--- src/rtl/hazard_ctrl_if.sv ---
// ============================================================================
// hazard_ctrl_if
// D-stage hazard bus: decoded source/destination fields from the decoder
// and the stall / forward-select / counter responses of hazard_ctrl.
// Revision: 1.0 - initial release
// ============================================================================
`default_nettype none

interface hazard_ctrl_if #(
  parameter int STAGES = 3,
  parameter int TW     = 3,
  parameter int AW     = 5,
  parameter int CNT_W  = 32,
  parameter int FSW    = $clog2(STAGES + 1)
);
  // D-stage instruction description
  logic             d_valid;
  logic [AW-1:0]    d_rs;
  logic [AW-1:0]    d_rt;
  logic             d_use_rs;
  logic             d_use_rt;
  logic [TW-1:0]    d_tuse_rs;
  logic [TW-1:0]    d_tuse_rt;
  logic             d_we;
  logic [AW-1:0]    d_a3;
  logic [TW-1:0]    d_tnew;
  logic             d_md;
  // Pipeline status
  logic             md_busy;
  logic             flush;
  // Responses
  logic             stall;
  logic [FSW-1:0]   fwd_rs_sel;
  logic [FSW-1:0]   fwd_rt_sel;
  logic [CNT_W-1:0] stall_cnt;

  // Decoder / pipeline side
  modport master (
    output d_valid, d_rs, d_rt, d_use_rs, d_use_rt, d_tuse_rs, d_tuse_rt,
    output d_we, d_a3, d_tnew, d_md, md_busy, flush,
    input  stall, fwd_rs_sel, fwd_rt_sel, stall_cnt
  );

  // Hazard controller side
  modport slave (
    input  d_valid, d_rs, d_rt, d_use_rs, d_use_rt, d_tuse_rs, d_tuse_rt,
    input  d_we, d_a3, d_tnew, d_md, md_busy, flush,
    output stall, fwd_rs_sel, fwd_rt_sel, stall_cnt
  );
endinterface

`default_nettype wire

--- src/rtl/hazard_ctrl.sv ---
// ============================================================================
// hazard_ctrl
// Shadow scoreboard of in-flight instructions past D. Produces the F/D stall
// (with E bubble), the D-stage forward selects and the mult/div interlock.
// Revision: 1.0 - initial release
// ============================================================================
`default_nettype none

module hazard_ctrl #(
  parameter int STAGES = 3,
  parameter int TW     = 3,
  parameter int AW     = 5,
  parameter int CNT_W  = 32,
  parameter int FSW    = $clog2(STAGES + 1)
) (
  input  wire logic        clk,
  input  wire logic        reset,
  hazard_ctrl_if.slave     bus
);

  localparam logic [TW-1:0]    c_TNEW_ONE = TW'(1);
  localparam logic [CNT_W-1:0] c_CNT_ONE  = CNT_W'(1);

  // Scoreboard: entry 0 = E, entry STAGES-1 = oldest
  logic [STAGES-1:0] v_q,    v_d;
  logic [STAGES-1:0] we_q,   we_d;
  logic [AW-1:0]     a3_q   [STAGES];
  logic [AW-1:0]     a3_d   [STAGES];
  logic [TW-1:0]     tnew_q [STAGES];
  logic [TW-1:0]     tnew_d [STAGES];
  // Mult/div flag of the instruction currently in E
  logic              md_e_q, md_e_d;
  logic [CNT_W-1:0]  stall_cnt_q, stall_cnt_d;

  logic              w_rs_hit, w_rt_hit;
  logic [TW-1:0]     w_rs_tnew, w_rt_tnew;
  logic [FSW-1:0]    w_rs_idx, w_rt_idx;
  logic              w_stall_rs, w_stall_rt, w_md_stall, w_stall;
  logic [FSW-1:0]    w_fwd_rs, w_fwd_rt;

  // Youngest-match lookup per source, then stall / forward decisions
  always_comb begin
    w_rs_hit  = 1'b0;
    w_rt_hit  = 1'b0;
    w_rs_tnew = '0;
    w_rt_tnew = '0;
    w_rs_idx  = '0;
    w_rt_idx  = '0;
    // Scan oldest to youngest so the youngest match is the one left standing
    for (int k = STAGES - 1; k >= 0; k--) begin
      if (v_q[k] && we_q[k] && (a3_q[k] == bus.d_rs)) begin
        w_rs_hit  = 1'b1;
        w_rs_tnew = tnew_q[k];
        w_rs_idx  = FSW'(k + 1);
      end
      if (v_q[k] && we_q[k] && (a3_q[k] == bus.d_rt)) begin
        w_rt_hit  = 1'b1;
        w_rt_tnew = tnew_q[k];
        w_rt_idx  = FSW'(k + 1);
      end
    end
    // $0 is hardwired zero and unread sources carry no dependence
    w_rs_hit = w_rs_hit && (bus.d_rs != '0) && bus.d_use_rs;
    w_rt_hit = w_rt_hit && (bus.d_rt != '0) && bus.d_use_rt;

    w_stall_rs = w_rs_hit && (w_rs_tnew > bus.d_tuse_rs);
    w_stall_rt = w_rt_hit && (w_rt_tnew > bus.d_tuse_rt);
    // A match whose result is not ready yet but not needed yet is left to
    // the downstream stage's own forwarding: select 0 here.
    w_fwd_rs = (w_rs_hit && (w_rs_tnew == '0)) ? w_rs_idx : '0;
    w_fwd_rt = (w_rt_hit && (w_rt_tnew == '0)) ? w_rt_idx : '0;

    w_md_stall = bus.d_valid && bus.d_md && (bus.md_busy || (v_q[0] && md_e_q));
    w_stall    = bus.d_valid && (w_stall_rs || w_stall_rt || w_md_stall);
  end

  // Next scoreboard contents: shift every cycle, age tnew, bubble on stall/flush
  always_comb begin
    v_d    = '0;
    we_d   = '0;
    for (int k = 0; k < STAGES; k++) begin
      a3_d[k]   = '0;
      tnew_d[k] = '0;
    end
    v_d[0]    = bus.d_valid && !w_stall && !bus.flush;
    we_d[0]   = bus.d_we;
    a3_d[0]   = bus.d_a3;
    tnew_d[0] = bus.d_tnew;
    md_e_d    = bus.d_md;
    for (int k = 1; k < STAGES; k++) begin
      v_d[k]    = v_q[k-1] && !bus.flush;
      we_d[k]   = we_q[k-1];
      a3_d[k]   = a3_q[k-1];
      tnew_d[k] = (tnew_q[k-1] == '0) ? '0 : (tnew_q[k-1] - c_TNEW_ONE);
    end
    stall_cnt_d = w_stall ? (stall_cnt_q + c_CNT_ONE) : stall_cnt_q;
  end

  generate
    for (genvar k = 0; k < STAGES; k++) begin : g_entry
      // Scoreboard entry register
      always_ff @(posedge clk or posedge reset) begin
        if (reset) begin
          v_q[k]    <= 1'b0;
          we_q[k]   <= 1'b0;
          a3_q[k]   <= '0;
          tnew_q[k] <= '0;
        end else begin
          v_q[k]    <= v_d[k];
          we_q[k]   <= we_d[k];
          a3_q[k]   <= a3_d[k];
          tnew_q[k] <= tnew_d[k];
        end
      end
    end
  endgenerate

  // E-stage mult/div flag and stall performance counter
  always_ff @(posedge clk or posedge reset) begin
    if (reset) begin
      md_e_q      <= 1'b0;
      stall_cnt_q <= '0;
    end else begin
      md_e_q      <= md_e_d;
      stall_cnt_q <= stall_cnt_d;
    end
  end

  assign bus.stall      = w_stall;
  assign bus.fwd_rs_sel = w_fwd_rs;
  assign bus.fwd_rt_sel = w_fwd_rt;
  assign bus.stall_cnt  = stall_cnt_q;

endmodule

`default_nettype wire

--- src/flat_wrapper.sv ---
// flat-port wrapper written by rule: the top's interface ports become plain ports
module hazard_ctrl_flat 
#(
  parameter int STAGES = 3,
  parameter int TW     = 3,
  parameter int AW     = 5,
  parameter int CNT_W  = 32,
  parameter int FSW    = $clog2(STAGES + 1)
)
  (clk, reset, bus_d_valid, bus_d_rs, bus_d_rt, bus_d_use_rs, bus_d_use_rt, bus_d_tuse_rs, bus_d_tuse_rt, bus_d_we, bus_d_a3, bus_d_tnew, bus_d_md, bus_md_busy, bus_flush, bus_stall, bus_fwd_rs_sel, bus_fwd_rt_sel, bus_stall_cnt);
  hazard_ctrl_if #(.STAGES(STAGES), .TW(TW), .AW(AW), .CNT_W(CNT_W), .FSW(FSW)) bus_i ();
  input  wire logic clk;
  input  wire logic reset;
  input wire logic [$bits(bus_i.d_valid)-1:0] bus_d_valid;
  input wire logic [$bits(bus_i.d_rs)-1:0] bus_d_rs;
  input wire logic [$bits(bus_i.d_rt)-1:0] bus_d_rt;
  input wire logic [$bits(bus_i.d_use_rs)-1:0] bus_d_use_rs;
  input wire logic [$bits(bus_i.d_use_rt)-1:0] bus_d_use_rt;
  input wire logic [$bits(bus_i.d_tuse_rs)-1:0] bus_d_tuse_rs;
  input wire logic [$bits(bus_i.d_tuse_rt)-1:0] bus_d_tuse_rt;
  input wire logic [$bits(bus_i.d_we)-1:0] bus_d_we;
  input wire logic [$bits(bus_i.d_a3)-1:0] bus_d_a3;
  input wire logic [$bits(bus_i.d_tnew)-1:0] bus_d_tnew;
  input wire logic [$bits(bus_i.d_md)-1:0] bus_d_md;
  input wire logic [$bits(bus_i.md_busy)-1:0] bus_md_busy;
  input wire logic [$bits(bus_i.flush)-1:0] bus_flush;
  output wire logic [$bits(bus_i.stall)-1:0] bus_stall;
  output wire logic [$bits(bus_i.fwd_rs_sel)-1:0] bus_fwd_rs_sel;
  output wire logic [$bits(bus_i.fwd_rt_sel)-1:0] bus_fwd_rt_sel;
  output wire logic [$bits(bus_i.stall_cnt)-1:0] bus_stall_cnt;
  assign bus_i.d_valid = bus_d_valid;
  assign bus_i.d_rs = bus_d_rs;
  assign bus_i.d_rt = bus_d_rt;
  assign bus_i.d_use_rs = bus_d_use_rs;
  assign bus_i.d_use_rt = bus_d_use_rt;
  assign bus_i.d_tuse_rs = bus_d_tuse_rs;
  assign bus_i.d_tuse_rt = bus_d_tuse_rt;
  assign bus_i.d_we = bus_d_we;
  assign bus_i.d_a3 = bus_d_a3;
  assign bus_i.d_tnew = bus_d_tnew;
  assign bus_i.d_md = bus_d_md;
  assign bus_i.md_busy = bus_md_busy;
  assign bus_i.flush = bus_flush;
  assign bus_stall = bus_i.stall;
  assign bus_fwd_rs_sel = bus_i.fwd_rs_sel;
  assign bus_fwd_rt_sel = bus_i.fwd_rt_sel;
  assign bus_stall_cnt = bus_i.stall_cnt;
  hazard_ctrl #(.STAGES(STAGES), .TW(TW), .AW(AW), .CNT_W(CNT_W), .FSW(FSW)) u_core (.clk(clk), .reset(reset), .bus(bus_i));
endmodule
--- config.mk ---
export PLATFORM = sky130hd
export DESIGN_NAME = hazard_ctrl_flat
export DESIGN_NICKNAME = d
export VERILOG_FILES = /design/src/rtl/hazard_ctrl_if.sv /design/src/rtl/hazard_ctrl.sv /design/src/flat_wrapper.sv
export SDC_FILE = /design/constraint.sdc
export NUM_CORES = 1
export LEC_CHECK = 0
export CAP_MARGIN = 20
export CORE_MARGIN = 4
export CORE_UTILIZATION = 25
export DETAILED_ROUTE_END_ITERATION = 8
export PLACE_DENSITY_LB_ADDON = 0.3
export SLEW_MARGIN = 20
export SYNTH_ARGS = -nofsm -noshare
export SYNTH_HDL_FRONTEND = slang
export SYNTH_SLANG_ARGS = --single-unit
--- constraint.sdc ---
create_clock -name clk -period 5.9 [get_ports clk]
set_clock_uncertainty 0.2 [all_clocks]
set_input_delay 1.475 -clock clk [delete_from_list [all_inputs] [get_ports clk]]
set_output_delay 1.475 -clock clk [all_outputs]
set_load 0.05 [all_outputs]
======== Word-level counts from Yosys, hierarchy flattened ========
Index checks and enable logic that the tools add are counted.
Widths: inputs -> output; s select.
cells by class
  bitwise gates (word level) .............. 0
  $lt $le $gt $ge ......................... 2
  equality and inequality tests ........... 6
  div/mod/pow operators ................... 0
  shift operators ......................... 0
  reductions and logical operators ........ 36
  mux-type cells .......................... 22
  multipliers ............................. 0
  $add $sub $neg .......................... 3
operators by type and width
  kind                   count
  $add 32x1->32 const B  1
  $eq 5x5->1             6
  $logic_and 1x1->1      25
  $mux 3                 8
  $mux 2                 8
  $logic_not 3->1        4
  $reduce_bool 5->1      2
  $gt 3x3->1             2
  $mux 1                 6
  $sub 3x1->3 const B    2
  $logic_or 1x1->1       3
  $logic_not 1->1        2
word-level totals
  output and inout bits ................... 37
  logic and storage cells ................. 83
  bits in registers ....................... 63
  latch bits .............................. 0
  memory bits (writable) .................. 0
  ROM bits ................................ 0
  input port bits ......................... 33
  memories kept ........................... 0

======== Logic depth before layout (Yosys ltp) ========
Gate-level depths: netlist of run 1.
  depth after elaboration ................. 14
  mapped depth ............................ 15
  mapped depth without buffers ............ 14

======== Worst setup path after synthesis of run 1 ========
OpenSTA, ideal clock, no wires.
  path kind ............................... in2out
  start ................................... input bus_d_rt[0]
  end ..................................... output bus_stall
  stages on the path ...................... 12
  data required time ...................... 4.225 ns
  setup slack ............................. -0.060 ns
  buffers on the path ..................... 0
  arrival time ............................ 4.285 ns
  path through ............................ xnor2_1 nand4_1 nor3_1 nor2_1 a221oi_1 nor2_1 ha_1 a21o_1 a21oi_1 a311oi_1 a221oi_2 nor2b_1
between the ends
  longest elaborated chain between the ends .. 11
  elaborated cells on any way between the ends .. 20
  those cells by class .................... order compare: 1; eq/ne: 3; mux: 6; reduce/logical: 10
RTL lines
  what                                                                line                text
  from (decl)                                                         flat_wrapper.sv:16  input wire logic [$bits(bus_i.d_rt)-1:0] bus_d_rt;
  parallel branches: the longest is 7 deep, another holds $gt 3x3->1  --
  $logic_and 1x1->1 (*)                                               hazard_ctrl.sv:67   w_stall_rt = w_rt_hit && (w_rt_tnew > bus.d_tuse_rt);
  $logic_or 1x1->1 (*) (2 in series)                                  hazard_ctrl.sv:74   w_stall = bus.d_valid && (w_stall_rs || w_stall_rt || w_md_stall);
  $logic_and 1x1->1 (*)                                               hazard_ctrl.sv:74
  to (decl)                                                           flat_wrapper.sv:27  output wire logic [$bits(bus_i.stall)-1:0] bus_stall;
Every way passes the cells marked *.

======== Worst setup path in the final report of run 1 ========
  start ................................... input bus_d_rs[4]
  end ..................................... output bus_stall
between the ends
  longest elaborated chain between the ends .. 11
  elaborated cells on any way between the ends .. 20
  those cells by class .................... order compare: 1; eq/ne: 3; mux: 6; reduce/logical: 10
RTL lines
  what                                                                line                text
  from (decl)                                                         flat_wrapper.sv:15  input wire logic [$bits(bus_i.d_rs)-1:0] bus_d_rs;
  parallel branches: the longest is 7 deep, another holds $gt 3x3->1  --
  $logic_and 1x1->1 (*)                                               hazard_ctrl.sv:66   w_stall_rs = w_rs_hit && (w_rs_tnew > bus.d_tuse_rs);
  $logic_or 1x1->1 (*) (2 in series)                                  hazard_ctrl.sv:74
  $logic_and 1x1->1 (*)                                               hazard_ctrl.sv:74
Marked as above.

==> results of run 1 <==
==> where the power goes <==
| part | internal [mW] | leakage, nW | switching [mW] |
|---|---|---|---|
| clock | 0.381 | 0.156 | 0.187 |
| combinational | 0.0750 | 1.17 | 0.107 |
| sequential | 0.457 | 0.797 | 0.0284 |
| total | 0.913 | 2.13 | 0.322 |
==> cell usage after synthesis (all sizes together) <==
library cell | n | area (um^2)
a21o | 2 | 15.0
o22ai | 4 | 25.0
or4 | 2 | 15.0
o21ai | 7 | 35.0
a211oi | 1 | 7.51
nand2 | 18 | 67.6
and4 | 2 | 17.5
a21oi | 4 | 20.0
inv | 21 | 78.8
or2 | 4 | 25.0
or3 | 3 | 18.8
nand4b | 1 | 8.76
mux2 | 1 | 11.3
and3b | 1 | 8.76
buf | 7 | 40.0
ha | 11 | 138
xnor2 | 16 | 140
dfrtp | 63 | 1580
nor3 | 18 | 90.1
nor4 | 10 | 100
nand3 | 10 | 50.1
nor3b | 3 | 22.5
nor2b | 4 | 25.0
a311oi | 1 | 8.76
a221oi | 3 | 32.5
nor4b | 3 | 38.8
xor2 | 45 | 394
a31oi | 3 | 33.8
nand4 | 14 | 93.8
and3 | 1 | 6.26
nor2 | 21 | 78.8
nand3b | 1 | 7.51
==> worst max-delay path: cells and delay by family <==
kind                       cells  cell delay [ns]
adders and majority gates      1             0.20
AOI/OAI and AO/OA              6             1.00
xor gates and xnor gates       1             0.19
buffers and inverters          4             0.66
and+or+nand+nor                3             0.57
==> state kept, by name (all words and copies together) (netlist names) <==
register              count
u_core.tnew_q             9
u_core.a3_q               5
u_core.we_q               1
u_core.we_d               2
u_core.a3_d              10
u_core.v_q                3
u_core.bus.stall_cnt     32
u_core.md_e_q             1
==> cell usage in the layout, fill, tap and decap left out, types with 2 or more instances in the layout <==
cell	count
clkbuf_16	9
clkbuf_2	4
buf_12	5
a21o_1	2
buf_6	2
nor2b_1	3
ha_4	2
or4_1	2
clkdlybuf4s15_1	2
buf_4	26
nand2_1	18
nand4_1	13
nor3_1	17
xor2_1	45
nor2_2	2
inv_2	2
inv_1	19
o22ai_2	3
xnor2_1	16
dfrtp_1	63
or3_1	2
bufinv_16	2
or2_2	4
a21oi_1	3
nor3b_1	2
ha_1	9
nor4_2	9
nand3_1	10
nor4b_2	2
o21ai_0	5
dlygate4sd2_1	3
nor2_1	18
clkdlybuf4s50_1	54
a31oi_4	2
==> cells by family after synthesis <==
group / Yosys count / share of synthesized area
AOI/OAI and AO/OA: 25 / 0.0550
muxes: 1 / 0.00349
and+or+nand+nor: 116 / 0.209
DFF: 63 / 0.488
adders and majority gates: 11 / 0.0426
buffers and inverters: 28 / 0.0368
xor gates and xnor gates: 61 / 0.165
==> worst paths after layout <==
path	startpoint	cells past startpoint	end	slack (ns)
max	bus_d_rs[4]	15	bus_stall	0.13
min	u_core.we_d[2]	0	u_core.we_q[2]	0.17
max reg2reg	u_core.a3_q[4]	13	u_core.bus.stall_cnt[16]	2.27
min reg2reg	u_core.we_d[2]	0	u_core.we_q[2]	0.17
max in group asynchronous	reset	3	u_core.bus.stall_cnt[0]	3.23
min in group asynchronous	reset	2	u_core.tnew_q[8]	1.39
==> stage by stage <==
| step | util | TNS [ns] | setup slack (ns) | hold slack (ns) |
|---|---|---|---|---|
| floorplan | - | 0 | 0.0552 | 0.154 |
| global placement | 0.343 | -0.288 | -0.288 | 0.158 |
| finish | 0.381 | 0 | 0.125 | 0.170 |
| global route | 0.381 | -0.00396 | -0.00396 | 0.189 |
| detailed placement | 0.343 | -0.305 | -0.305 | 0.160 |
| CTS | 0.377 | 0 | 0.00513 | 0.172 |
==> metal layers <==
layer,GRT usage,up-vias
met5,0,-
met4,0.0441,0
met3,0.0367,11
met2,0.198,55
met1,0.154,1251
li1,-,1255
==> cell type report <==
cell class | count | area, um^2
Inverter | 21 | 78.8
Tap cell | 172 | 215
Clock buffer | 11 | 243
Sequential cell | 63 | 1580
Fill cell | 1291 | 7810
Multi-Input combinational cell | 214 | 1690
Clock inverter | 5 | 81.3
Timing Repair Buffer | 97 | 930
==> repair_timing <==
action,CTS,global route
buffers inserted,3,3
setup endpoints to repair,1,1
resized for setup,27,24
pin swaps,11,20
gates cloned,0,0
==> results.py, run 1 <==
metrics = {
    "final_layout": {
        "design_area_um2": 4810,
        "final_cells": 583,
        "drive_gt1_frac": 0.221,
        "final_nets": 450,
        "antennaDiodeCount": 0,
        "syn_to_final_growth_pct": 49.0,
    },
    "detailed_routing": {
        "route.detailed.drc": 0,
        "vias": 2572,
        "wl_per_cell_um": 14.6,
        "met1_length_um": 3840,
        "drtPass1Iterations": 4,
        "wl_met2_um": 4090,
        "drtIter0Drc": 66,
        "wl_met3_um": 488,
        "wl_um": 8540,
        "ant_nets": 0,
        "viasPerCell": 4.41,
        "routed.top_layer": "met4",
    },
    "global_route": {
        "grtUsageTotal": 0.122,
        "grt-ovfl-total": 0,
        "grt_start_max_net_pins": 33,
        "grt_pass1_wl_um": 14100,
        "antenna_found_initial": 0,
        "grt_pass1_vias": 2752,
    },
    "worst_setup_path": {
        "worstSetupStartpointType": "primary input",
        "slowest_stage": "a221oi_4",
        "required_ns": 4.22,
        "path_class": "primary input to output port",
        "cpPeakStageDelay_ns": 0.37,
        "endpoint_kind": "output port",
        "cp_max_fo": 7,
        "arrival_ns": 4.10,
        "crit_chain": "dlygate4sd2_1 -> xnor2_1 -> nand4_1 -> or3_4 -> buf_6 -> o21ai_2 -> o22ai_2 -> inv_2 -> ha_4 -> a21o_1 -> a21oi_4 -> a31oi_4 -> a221oi_4 -> nor2b_4 -> buf_12",
    },
    "logic_synthesis": {
        "ys_ff_latch": 63,
        "synthesis.nets": 349,
        "synth_cells": 305,
        "synthesis.area_um2": 3230,
        "yosysUniqueCellTypes": 40,
        "syn_avg_cell_area_um2": 10.6,
        "yosysWarnings": 0,
        "ys_seq_area_frac": 0.488,
    },
    "place": {
        "hpwl_um": 6460,
        "dpl_cell_area_um2": 4330,
        "dp.cells": 562,
        "gp_congestion": 0.825,
        "io_buffers": 69,
    },
    "cts": {
        "numCtsBuffers": 9,
        "hold_buffers": 0,
        "tritoncts": "yes",
        "cts-root-buf": "clkbuf_16",
        "cts.clk_slew.worst_paths_ns": 0.05,
        "clock_latency_ns": 0.33,
        "htreeDepth": 3,
        "clock_sinks": 63,
        "clockBufferDepth": 2,
    },
    "pwr": {
        "ir_worst_vdd_uv": 143,
        "p_leak_nw": 2.13,
        "total_power_mw": 1.24,
        "p_per_area_nw_per_um2": 257,
    },
    "timing": {
        "setup_violations": 0,
        "fin_crit_sh": 0.979,
        "layout_min_cycle_time_ns": 5.77,
        "worst_pin_slew_ns": 0.679,
        "drv_slew": 0,
        "clock.fmax_mhz": 173,
        "relSlewSlack": 0.547,
        "hold_viol": 0,
    },
    "floorplanning": {
        "dieArea_um2": 14800,
        "start_util": 0.256,
        "die_h_um": 122,
        "die_x_um": 122,
        "rows": 41,
        "ios": 70,
        "core_region_area_um2": 12600,
    },
    "status": {
        "outcome": "completed",
    },
    "worst_hold_path": {
        "hold_path.class": "flip-flop to flip-flop",
    },
    "flow_run": {
        "cap_violations": 0,
    },
}
Note: power is estimated with default switching activity, not from simulation.
==> run 2, diff against run 1 <==
CORE_ASPECT_RATIO = 0.9   (was unset)
SLEW_MARGIN = unset   (was 20)
==> run 2 against run 1 <==
Net effect:
- sequential share of layout area decreased by 0.35 points
- worst hold slack improved by 0.0027 ns
- count of clock-buffer cells in the layout decreased by 2
- critical path depth unchanged
- total power increased by 3.5%
- final area increased by 1.1%
- maximum frequency increased by 0.67%
- non-clock buffer count increased by 2
- first-iteration DRC count increased by 58%
==> results.py, run 2 (synthesis results as in run 1) <==
metrics = {
    "final_layout": {
        "final_cell_mix": "63 x dfrtp_1, 54 x clkdlybuf4s50_1, 45 x xor2_1",
        "syn_to_final_growth_pct": 50.6,
        "drive_gt1_frac": 0.247,
        "final_common_cell": "dfrtp_1",
        "final_nets": 452,
        "antennaDiodeCount": 0,
        "design_area_um2": 4860,
        "final_cells": 577,
        "fin_util": 0.383,
        "largest_register_ffs": 32,
    },
    "detailed_routing": {
        "viasPerCell": 4.39,
        "wl_um": 8680,
        "drtPass1Iterations": 4,
        "wl_per_cell_um": 15.0,
        "route.detailed.drc": 0,
        "vias": 2535,
        "ant_nets": 0,
        "drtIter0Drc": 104,
    },
    "worst_hold_path": {
        "hold_path.class": "flip-flop to flip-flop",
    },
    "worst_setup_path": {
        "crit_chain": "dlygate4sd2_1 -> xnor2_1 -> nand4_1 -> nor3_2 -> buf_4 -> a221oi_2 -> or2_2 -> ha_1 -> inv_1 -> a21o_1 -> a21oi_2 -> a311oi_2 -> a221oi_4 -> nor2b_2 -> buf_12",
        "path_class": "primary input to output port",
        "endpoint_kind": "output port",
        "cp_max_fo": 6,
        "slowest_stage": "a311oi_2",
        "cpPeakStageDelay_ns": 0.33,
        "arrival_ns": 4.06,
        "worstSetupStartpointType": "primary input",
        "required_ns": 4.22,
    },
    "cts": {
        "clock_latency_ns": 0.33,
        "clock_sinks": 63,
        "cts.clk_slew.worst_paths_ns": 0.05,
        "htreeDepth": 3,
        "tritoncts": "yes",
        "cts-root-buf": "clkbuf_16",
        "clockBufferDepth": 2,
        "numCtsBuffers": 9,
    },
    "floorplanning": {
        "ios": 70,
        "die_x_um": 128,
        "dieArea_um2": 14800,
        "start_util": 0.255,
        "core_region_area_um2": 12700,
        "rows": 39,
        "die_h_um": 116,
    },
    "place": {
        "hpwl_um": 6440,
        "gp_congestion": 0.859,
        "dp.cells": 555,
        "dpl_cell_area_um2": 4330,
        "io_buffers": 69,
    },
    "timing": {
        "relSlewSlack": 0.464,
        "fin_crit_sh": 0.972,
        "timing.hold.ws_ns": 0.173,
        "hold_viol": 0,
        "clock.fmax_mhz": 174,
        "layout_min_cycle_time_ns": 5.74,
        "drv_slew": 0,
        "setup_violations": 0,
        "worst_pin_slew_ns": 0.804,
    },
    "pwr": {
        "p_leak_nw": 2.15,
        "ir_worst_vdd_uv": 189,
        "total_power_mw": 1.28,
        "p_per_area_nw_per_um2": 263,
    },
    "global_route": {
        "grt_pass1_wl_um": 14100,
        "grt_start_max_net_pins": 64,
        "antenna_found_initial": 0,
        "grtUsageTotal": 0.121,
        "grt-ovfl-total": 0,
        "grt_pass1_vias": 2731,
    },
    "flow_run": {
        "cap_violations": 0,
    },
    "status": {
        "outcome": "completed",
    },
}
## run 2: worst paths after layout
check / cells after the start / start / slack [ns] / end
worst max-delay path: 15 / bus_d_rt[1] / 0.16 / bus_stall
worst min-delay path: 0 / u_core.we_d[2] / 0.17 / u_core.we_q[2]
worst max register to register: 16 / u_core.a3_d[3] / 2.14 / u_core.bus.stall_cnt[21]
worst min register to register: 0 / u_core.we_d[2] / 0.17 / u_core.we_q[2]
max in group asynchronous: 3 / reset / 3.46 / u_core.bus.stall_cnt[0]
min in group asynchronous: 3 / reset / 1.52 / u_core.tnew_q[2]
## run 2: timing repair
item / 4_1_cts / 5_1_grt
pin swaps: 7 / 22
hold buffers: 0 / 0
gates resized for setup: 24 / 39
endpoints found under the setup margin: 1 / 1
buffers inserted: 3 / 3
hold endpoints to repair: 0 / 0
## run 2: layout make-up
class / instances / area, um^2
timing repair buffer: 99 / 936
tap: 164 / 205
fill: 1252 / 7820
clock inverter: 7 / 120
multi-input combinational: 214 / 1720
inverter: 21 / 78.8
clock buffer: 9 / 225
sequential: 63 / 1580
## run 2: per-layer routing
metal,track usage,share of wire
met2,0.188,0.47
met3,0.0267,0.041
met5,0,0
met4,0.0488,0.017
met1,0.163,0.47
## run 2: stage by stage
stage / setup slack, ns / TNS (ns)
6_report: 0.163 / 0
3_3_place_gp: -0.397 / -0.397
5_1_grt: -0.00143 / -0.00143
4_1_cts: 0.00141 / 0
3_5_place_dp: -0.410 / -0.410
2_1_floorplan: 0.0552 / 0
## run 2: where the power goes
group	total (mW)	switching, mW	internal (mW)	leakage, nW
clock network	0.612	0.199	0.414	0.166
logic	0.181	0.106	0.0750	1.19
registers	0.486	0.0286	0.457	0.797
total	1.28	0.333	0.946	2.15
## run 2: worst max-delay path, delay by kind of cell
kind            cells  cell delay (ns)
simple gates        4             0.85
buf+inv             4             0.67
compound gates      5             0.70
xor+xnor            1             0.18
fa+ha+maj           1             0.19
==> run 3, diff against run 2 <==
PLACE_DENSITY = 0.5   (was unset)
PLACE_DENSITY_LB_ADDON = unset   (was 0.3)
==> run 3 against run 2 <==
Net effect:
- non-clock buffer count grew 3
- critical path depth is the same
- setup slack worse by 0.082 ns
- sequential power about the same
- critical path type unchanged
==> results.py, run 3 (synthesis results as in run 1) <==
metrics = {
    "worst_setup_path": {
        "crit_chain": "dlygate4sd2_1 -> buf_4 -> xor2_1 -> nor4_1 -> nand4_1 -> buf_6 -> nor2_2 -> nor2_1 -> ha_1 -> a21o_1 -> a21oi_4 -> a311oi_4 -> a221oi_4 -> nor2b_2 -> buf_12",
        "cpPeakStageDelay_ns": 0.35,
        "worstSetupStartpointType": "primary input",
        "cp_max_fo": 5,
        "required_ns": 4.22,
        "slowest_stage": "a221oi_4",
        "endpoint_kind": "output port",
        "path_class": "primary input to output port",
        "arrival_ns": 4.14,
    },
    "floorplanning": {
        "die_x_um": 128,
        "ios": 70,
        "core_region_area_um2": 12700,
        "rows": 39,
        "start_util": 0.255,
        "die_h_um": 116,
        "dieArea_um2": 14800,
    },
    "timing": {
        "finalSetupTns_ns": 0,
        "layout_min_cycle_time_ns": 5.82,
        "drv_slew": 0,
        "worst_pin_slew_ns": 0.689,
        "hold_viol": 0,
        "setup_violations": 0,
        "clock.fmax_mhz": 172,
        "relSlewSlack": 0.540,
        "worst_slack_ns": 0.0813,
        "fin_crit_sh": 0.986,
    },
    "detailed_routing": {
        "routed.top_layer": "met4",
        "wl_per_cell_um": 15.5,
        "viasPerCell": 4.55,
        "ant_nets": 0,
        "vias": 2637,
        "route.detailed.drc": 0,
        "wl_um": 8980,
        "drtIter0Drc": 170,
        "wl_met2_um": 4110,
        "met1_length_um": 4290,
        "wl_met3_um": 445,
        "drtPass1Iterations": 5,
    },
    "flow_run": {
        "cap_violations": 0,
    },
    "place": {
        "hpwl_um": 6480,
        "io_buffers": 69,
        "pre_cts_slack_ns": -0.403,
        "gp_congestion": 0.843,
    },
    "cts": {
        "cts.clk_slew.worst_paths_ns": 0.06,
        "tritoncts": "yes",
        "htreeDepth": 3,
        "numCtsBuffers": 9,
        "cts-root-buf": "clkbuf_16",
        "hold_buffers": 0,
        "clock_latency_ns": 0.33,
        "clock_sinks": 63,
        "clockBufferDepth": 2,
    },
    "final_layout": {
        "fin_util": 0.381,
        "final_cell_mix": "63 x dfrtp_1, 54 x clkdlybuf4s50_1, 45 x xor2_1",
        "syn_to_final_growth_pct": 49.7,
        "n_fill_cell": 1249,
        "final_nets": 455,
        "largest_register_ffs": 32,
        "final_common_cell": "dfrtp_1",
        "drive_gt1_frac": 0.236,
        "antennaDiodeCount": 0,
    },
    "pwr": {
        "p_per_area_nw_per_um2": 244,
        "total_power_mw": 1.18,
        "p_leak_nw": 2.14,
        "ir_worst_vdd_uv": 214,
    },
    "worst_hold_path": {
        "hold_path.class": "flip-flop to flip-flop",
    },
    "global_route": {
        "grt-ovfl-total": 0,
        "antenna_found_initial": 0,
        "grtUsageTotal": 0.125,
        "grt_pass1_wl_um": 14200,
        "grt_pass1_vias": 2707,
        "grt_start_max_net_pins": 33,
    },
    "status": {
        "outcome": "completed",
    },
}
run 3: changes by cell type in the layout (fill, tap and decap cells not counted), sizes merged:
cell,delta
inv,-1
bufinv,-2
clkdlybuf4s15,+1
buf,+5
dlygate4sd2,+1
clkbuf,-2
run 3: worst paths after layout:
check | cells past startpoint | start | end | slack [ns]
worst min register to register | 0 | u_core.we_d[2] | u_core.we_q[2] | 0.17
worst min-delay path | 0 | u_core.we_d[2] | u_core.we_q[2] | 0.17
min in group asynchronous | 2 | reset | u_core.a3_q[4] | 1.37
worst max register to register | 13 | u_core.a3_q[2] | u_core.bus.stall_cnt[18] | 2.22
worst max-delay path | 15 | bus_d_rt[1] | bus_stall | 0.08
max in group asynchronous | 3 | reset | u_core.bus.stall_cnt[0] | 3.22
run 3: stage by stage:
stage,instances,cell area (um^2),hold WS [ns]
floorplan,305,3230,0.154
global route,579,4830,0.185
finish,579,4830,0.174
CTS,576,4730,0.180
global placement,554,4320,0.157
detailed placement,554,4320,0.169
run 3: layout make-up:
cell class | instances | area (um^2) | share of cell area
multi-input combinational | 214 | 1720 | 0.356
sequential | 63 | 1580 | 0.326
timing repair buffer | 102 | 972 | 0.201
clock buffer | 11 | 233 | 0.0481
tap | 164 | 205 | 0.0424
inverter | 21 | 78.8 | 0.0163
clock inverter | 4 | 47.5 | 0.00983
run 3: repair_timing:
item | in CTS | in global routing
endpoints found under the setup margin | 1 | 1
setup buffers | 7 | 4
resized for setup | 32 | 30
gates cloned | 0 | 0
pin swaps | 17 | 25
run 3: metal layers:
metal | GRT usage | vias to the layer above
li1 | - | 1260
met1 | 0.169 | 1291
met2 | 0.190 | 77
met3 | 0.0406 | 9
met4 | 0.0431 | 0
met5 | 0 | -
run 3: worst max-delay path, delay by kind of cell:
| kind | cells | cell delay, ns |
|---|---|---|
| buf+inv | 4 | 0.76 |
| compound gates | 4 | 0.78 |
| fa+ha+maj | 1 | 0.33 |
| xor+xnor | 1 | 0.14 |
| simple gates | 5 | 0.66 |
run 3: power by group:
part / switching, mW / internal (mW) / total (mW)
logic: 0.105 / 0.0754 / 0.180
clock network: 0.189 / 0.323 / 0.512
registers: 0.0291 / 0.457 / 0.486
total: 0.323 / 0.856 / 1.18
